[config.mk]
export PLATFORM = sky130hd
export DESIGN_NAME = cv32e40p_tmr_fault_manager
export DESIGN_NICKNAME = d
export VERILOG_FILES = /design/src/rtl/cv32e40p_tmr_fault_manager.sv
export SDC_FILE = /design/constraint.sdc
export NUM_CORES = 1
export LEC_CHECK = 0
export CAP_MARGIN = 20
export CORE_MARGIN = 2
export CORE_UTILIZATION = 50
export DETAILED_ROUTE_END_ITERATION = 8
export GPL_TIMING_DRIVEN = 1
export PLACE_DENSITY = 0.79
export SLEW_MARGIN = 20
export SYNTH_ARGS = -nofsm -noshare
export SYNTH_HDL_FRONTEND = slang
export SYNTH_SLANG_ARGS = --single-unit
[constraint.sdc]
create_clock -name clk -period 4.9 [get_ports clk]
set_input_delay 0.98 -clock clk [delete_from_list [all_inputs] [get_ports clk]]
set_output_delay 0.98 -clock clk [all_outputs]
set_load 0.01 [all_outputs]
[src/rtl/cv32e40p_tmr_fault_manager.sv]
`default_nettype none
// +--------------------------------------------------------------------------+
// | cv32e40p_tmr_fault_manager: TMR majority voter with replica retirement,   |
// | DMR fallback, saturating error counter and acknowledged alarm. Rev 1.0    |
// +--------------------------------------------------------------------------+
module cv32e40p_tmr_fault_manager #(
  parameter int WIDTH       = 32,
  parameter int PERM_THRESH = 4,
  parameter int CNT_W       = 16
) (
  input  logic             clk,
  input  logic             rst_n,
  input  logic             valid_i,
  input  logic [WIDTH-1:0] in1_i,
  input  logic [WIDTH-1:0] in2_i,
  input  logic [WIDTH-1:0] in3_i,
  input  logic             clear_i,
  input  logic             alarm_ack_i,
  output logic [WIDTH-1:0] vote_o,
  output logic             fault_o,
  output logic             uncorrectable_o,
  output logic [5:0]       status_o,
  output logic             degraded_o,
  output logic [CNT_W-1:0] err_cnt_o,
  output logic             alarm_o
);

  localparam logic [8:0] C_THRESH = 9'(PERM_THRESH);

  logic [2:0][WIDTH-1:0] in_w;
  logic [WIDTH-1:0]      maj_w;
  logic [WIDTH-1:0]      dmr_a_w;
  logic [WIDTH-1:0]      dmr_b_w;
  logic [2:0]            mism_w;
  logic [2:0]            cross_w;
  logic [2:0][8:0]       inc_w;
  logic                  fault_w;
  logic                  uncorr_w;
  logic                  fail_event_w;
  logic                  alarm_event_w;
  logic [1:0]            fail_idx_w;

  logic [2:0][7:0]       consec_q, consec_d;
  logic [1:0]            failed_idx_q, failed_idx_d;
  logic                  degraded_q, degraded_d;
  logic [CNT_W-1:0]      err_cnt_q, err_cnt_d;
  logic                  alarm_q, alarm_d;

  assign in_w  = {in3_i, in2_i, in1_i};
  assign maj_w = (in1_i & in2_i) | (in1_i & in3_i) | (in2_i & in3_i);

  // Surviving pair in DMR: a is the lower-index healthy replica and drives the vote.
  always_comb begin
    dmr_a_w = in1_i;
    dmr_b_w = in2_i;
    case (failed_idx_q)
      2'd0:    begin dmr_a_w = in2_i; dmr_b_w = in3_i; end
      2'd1:    begin dmr_a_w = in1_i; dmr_b_w = in3_i; end
      default: begin dmr_a_w = in1_i; dmr_b_w = in2_i; end
    endcase
  end

  always_comb begin
    vote_o   = maj_w;
    mism_w   = '0;
    fault_w  = 1'b0;
    uncorr_w = 1'b0;
    if (degraded_q) begin
      vote_o   = dmr_a_w;
      uncorr_w = valid_i & (dmr_a_w != dmr_b_w);
      fault_w  = uncorr_w;
    end else begin
      for (int k = 0; k < 3; k++) begin
        mism_w[k] = (in_w[k] != maj_w);
      end
      fault_w = valid_i & (|mism_w);
    end
  end

  always_comb begin
    consec_d     = consec_q;
    failed_idx_d = failed_idx_q;
    degraded_d   = degraded_q;
    inc_w        = '0;
    cross_w      = '0;
    if (!degraded_q && valid_i) begin
      for (int k = 0; k < 3; k++) begin
        inc_w[k]    = {1'b0, consec_q[k]} + 9'd1;
        consec_d[k] = mism_w[k] ? inc_w[k][7:0] : 8'd0;
        cross_w[k]  = mism_w[k] && (inc_w[k] == C_THRESH);
      end
    end

    // Lowest-index crossing wins; the others lose their history with it.
    fail_idx_w   = cross_w[0] ? 2'd0 : (cross_w[1] ? 2'd1 : 2'd2);
    fail_event_w = (|cross_w) && !clear_i;
    if (fail_event_w) begin
      consec_d     = '0;
      degraded_d   = 1'b1;
      failed_idx_d = fail_idx_w;
    end
    if (clear_i) begin
      consec_d     = '0;
      degraded_d   = 1'b0;
      failed_idx_d = 2'd0;
    end

    alarm_event_w = fail_event_w | uncorr_w;
    if (alarm_event_w) begin
      alarm_d = 1'b1;
    end else if (alarm_ack_i) begin
      alarm_d = 1'b0;
    end else begin
      alarm_d = alarm_q;
    end

    err_cnt_d = (fault_w && (err_cnt_q != {CNT_W{1'b1}})) ? err_cnt_q + CNT_W'(1) : err_cnt_q;
  end

  always_ff @(posedge clk or negedge rst_n) begin
    if (!rst_n) begin
      consec_q     <= '0;
      failed_idx_q <= 2'd0;
      degraded_q   <= 1'b0;
      err_cnt_q    <= '0;
      alarm_q      <= 1'b0;
    end else begin
      consec_q     <= consec_d;
      failed_idx_q <= failed_idx_d;
      degraded_q   <= degraded_d;
      err_cnt_q    <= err_cnt_d;
      alarm_q      <= alarm_d;
    end
  end

  for (genvar k = 0; k < 3; k++) begin : g_status
    assign status_o[2*k+1:2*k] = (degraded_q && (failed_idx_q == 2'(k))) ? 2'b10 :
                                 (consec_q[k] != 8'd0)                   ? 2'b01 : 2'b00;
  end

  assign fault_o         = fault_w;
  assign uncorrectable_o = uncorr_w;
  assign degraded_o      = degraded_q;
  assign err_cnt_o       = err_cnt_q;
  assign alarm_o         = alarm_q;

endmodule
`default_nettype wire

==> PnR_summary.wiki <==
{| class="wikitable"
! Metric !! Value
|-
| Number of enable-type register cells in the synthesized netlist || 0
|-
| Horiz. Die Dim || 123 um
|-
| Cell count after synthesis || 932
|-
| Post-Place Cells || 1,285
|-
| Kind of end point of the critical path || output pin
|-
| Top cell type by total area after synthesis || sky130_fd_sc_hd__dfrtp_1
|-
| Final core occ || 0.688
|-
| Die H || 123 um
|-
| Final weighted congestion in routability-driven placement || 0.972
|-
| Post-Syn Area per Cell || 7.57 um^2
|-
| Final setup vio count || 0
|-
| Max Cap Violations || 0
|-
| Fraction of registers with async set/reset || 1.00
|-
| Clock latency on the worst-skew pair || 0.29 ns
|-
| Main combinational cell family by area after synthesis || simple AND/OR/NAND/NOR gates
|-
| H-tree depth || 2
|-
| Grt total ovfl || 0
|-
| Post-synthesis cell type count || 60
|-
| Initial antenna violation count || 0
|-
| Post-route clock period utilization || 0.965
|-
| Worst-case setup margin in the final layout || 0.172 ns
|-
| Part of the total power dissipated in the clock network || 0.230
|-
| Critical path launch point type || input port
|-
| Final-stage net count || 1,223
|-
| Vias post-DR || 7,743
|-
| Maximum number of pins on one net before global-route repair || 45
|-
| Detail Route Antenna Nets || 0
|-
| Layout cell share with drive strength beyond 1 || 0.172
|-
| Number of global-route vias before repair || 7,034
|-
| Leading cell types by total area after synthesis || sky130_fd_sc_hd__dfrtp_1 16%, sky130_fd_sc_hd__mux2i_1 8.9%, sky130_fd_sc_hd__xnor2_1 7.4%, sky130_fd_sc_hd__buf_2 5.0%, sky130_fd_sc_hd__nor3b_1 4.3%
|-
| Pleak || 4.00 nW
|-
| Num rows || 43
|-
| Longest Clk Path Bufs || 2
|-
| Actual transition at the worst max-transition pin || 0.691 ns
|-
| Post-synthesis compound-gate area fraction || 0.191
|-
| Worst setup path category || input port to output pin
|-
| Final standard cell area without fillers || 0.00952 mm^2
|-
| Number of search-and-repair iterations in the first detailed-routing pass || 5
|-
| Overall global routing resource usage || 0.288
|-
| Result of the run || completed
|-
| Die area || 0.0151 mm^2
|-
| Number of endpoints with negative hold slack in the final report || 0
|-
| Worst Path Max Fanout || 4
|-
| Number of non-filler instances in the completed layout || 1,294
|-
| CTS Buf Count || 5
|-
| Pwr/cell area || 163 mW/mm^2
|-
| Port-buffer cells || 158
|-
| Share of total power in sequential cells || 0.280
|-
| Worst relative slew slack || 0.539
|-
| Switching Power || 0.528 mW
|-
| Placeable core area || 0.0138 mm^2
|-
| Wire length of the first global-routing pass || 34.8 mm
|-
| Total power of the final layout || 1.55 mW
|-
| Via-per-instance ratio || 5.98
|-
| Top cell type's share of synthesized area || 0.156
|-
| Syn. warnings || 0
|-
| Area post-placement || 0.00929 mm^2
|-
| Number of synthesized register bits || 44
|-
| Post-CTS clock slew at the launch and capture registers of the worst setup and hold paths || 0.06 ns
|-
| Switching Fraction || 0.341
|-
| Place WS || -0.239 ns
|-
| DPL Wire Length || 17.0 mm
|-
| Hold/Removal Path Class || flop to flop
|-
| Final WL || 21.9 mm
|-
| Worst-case vdd ir drop || 0.125 mV
|-
| Commonest register cell after synthesis || sky130_fd_sc_hd__dfrtp_1
|-
| Number of primary I/O pins || 159
|-
| Remaining routing DRC violations || 0
|-
| Pins Over Slew Limit || 0
|-
| Parity-gate share of the synthesized area counting xor and xnor cells || 0.0956
|-
| Detailed router's first-iteration violation count || 620
|-
| Count leader, synth || sky130_fd_sc_hd__buf_2
|-
| Seq/Total Area, Yosys || 0.156
|-
| Fillers || 1,108
|-
| Cell internal pwr || 1.02 mW
|-
| Area Overhead vs Synth || 34.9%
|-
| Comb pwr share || 0.490
|-
| Share of synthesized cell area in and, or, nand and nor gates || 0.350
|-
| Clock sink count || 44
|-
| Antenna diode count || 0
|-
| Area of the mapped netlist || 0.00706 mm^2
|-
| Starting Density || 0.510
|-
| Synthesized net count || 1,042
|-
| Most used standard cells in the synthesized netlist || 71 x sky130_fd_sc_hd__buf_2, 63 x sky130_fd_sc_hd__mux2i_1, 60 x sky130_fd_sc_hd__xnor2_1
|-
| Required time at the worst-slack endpoint || 3.92 ns
|-
| Max Clk Rate || 212 MHz
|-
| Adder and majority gate portion of the synthesized area || 0.0160
|-
| Time the worst path needs with I/O delays and setup || 4.73 ns
|-
| Cell chosen for the clock root || sky130_fd_sc_hd__clkbuf_16
|-
| Arr. time, crit path || 3.75 ns
|-
| Clock tree from TritonCTS || yes
|-
| Setup repair after global routing missed its margin || false
|-
| Avg WL per Cell || 16.9 um
|-
| Multiplexer share of the synthesized area || 0.0941
|-
| Clock tree skew after final layout || 0.00857 ns
|}
[power by group through the flow]
| stage | sequential (mW) | combinational, mW | clock (mW) |
|---|---|---|---|
| final | 0.434 | 0.759 | 0.356 |
| after global routing | 0.438 | 0.822 | 0.374 |
| after CTS | 0.434 | 0.757 | 0.360 |
| after detailed placement | 0.440 | 0.746 | 0 |
| after global placement | 0.438 | 0.732 | 0 |
| after floorplan | 0.443 | 0.393 | 0 |
[logic make-up after synthesis]
family / count (synthesis)
fa+ha+maj: 9
simple gates: 392
buf+inv: 140
mux: 66
xor+xnor: 77
compound gates: 204
flops: 44
[cell usage in the layout (no fill, tap or decap), types with 9 or more instances in the layout]
cell / netlist / routed
sky130_fd_sc_hd__clkdlybuf4s50_1: 0 / 152
sky130_fd_sc_hd__buf_4: 6 / 142
sky130_fd_sc_hd__mux2i_1: 63 / 63
sky130_fd_sc_hd__xnor2_1: 60 / 60
sky130_fd_sc_hd__nor2_1: 50 / 49
sky130_fd_sc_hd__o21ai_0: 47 / 47
sky130_fd_sc_hd__a21oi_1: 47 / 47
sky130_fd_sc_hd__nand2_1: 43 / 43
sky130_fd_sc_hd__dfrtp_1: 44 / 42
sky130_fd_sc_hd__nor3b_1: 40 / 40
sky130_fd_sc_hd__nand3b_1: 35 / 35
sky130_fd_sc_hd__nand4_1: 32 / 32
sky130_fd_sc_hd__and3b_1: 31 / 31
sky130_fd_sc_hd__a211o_1: 30 / 30
sky130_fd_sc_hd__nor4_1: 33 / 25
sky130_fd_sc_hd__nand2b_1: 25 / 25
sky130_fd_sc_hd__o22ai_1: 23 / 23
sky130_fd_sc_hd__xor2_1: 17 / 17
sky130_fd_sc_hd__nand3_1: 17 / 17
sky130_fd_sc_hd__or3b_2: 17 / 17
sky130_fd_sc_hd__inv_1: 15 / 15
sky130_fd_sc_hd__or3b_1: 14 / 14
sky130_fd_sc_hd__and3_1: 13 / 13
sky130_fd_sc_hd__nor2b_1: 13 / 13
sky130_fd_sc_hd__nor3_1: 11 / 11
sky130_fd_sc_hd__ha_1: 9 / 9
[flip-flops by register name, indices dropped and copies added (netlist names)]
signal,flops
failed_idx_q,2
err_cnt_o,16
alarm_o,1
consec_q,24
degraded_o,1
[worst paths after layout]
path	end	depth (start not counted)	start	slack, ns
max	fault_o	9	in2_i[6]	0.17
min	err_cnt_o[8]	1	err_cnt_o[8]	0.50
max reg2reg	err_cnt_o[12]	11	failed_idx_q[0]	1.45
min reg2reg	err_cnt_o[8]	1	err_cnt_o[8]	0.50
max in group asynchronous	failed_idx_q[0]	1	rst_n	3.82
min in group asynchronous	consec_q[2]	1	rst_n	0.69
[worst max-delay path, stage by stage]
cell and delay (ns):
sky130_fd_sc_hd__clkdlybuf4s50_1 0.52, sky130_fd_sc_hd__and3b_1 0.21, sky130_fd_sc_hd__nor4_2 0.26, sky130_fd_sc_hd__buf_4 0.17
sky130_fd_sc_hd__nand4_1 0.12, sky130_fd_sc_hd__or4_4 0.56, sky130_fd_sc_hd__o31a_1 0.35, sky130_fd_sc_hd__or2_2 0.29
sky130_fd_sc_hd__dlygate4sd2_1 0.29
[layout make-up]
type	instances	area (um^2)	share of cell area
inverters	15	56.3	0.00591
well taps	180	225	0.0237
flip-flops and latches	44	1100	0.116
clock buffers	8	156	0.0164
repair buffers	299	2630	0.276
multi-input cells	748	5350	0.562
[routing by layer]
layer | part of all wire | vias up | global-route usage
li1 | - | 3775 | -
met1 | 0.42 | 3637 | 0.366
met2 | 0.48 | 290 | 0.497
met3 | 0.069 | 41 | 0.0339
met4 | 0.034 | 0 | 0.108
met5 | 0 | - | 0
[metrics by stage]
step	setup TNS [ns]	hold slack, ns
floorplan	0	0.502
global placement	-0.226	0.480
detailed placement	-0.239	0.487
CTS	0	0.495
global route	0	0.522
finish	0	0.498
[what timing repair did]
item / 4_1_cts / 5_1_grt
buffers inserted: 1 / 0
setup endpoints to repair: 1 / 0
resized for setup: 16 / 0
hold buffers: 0 / 0
(Power assumes the default switching activity.)
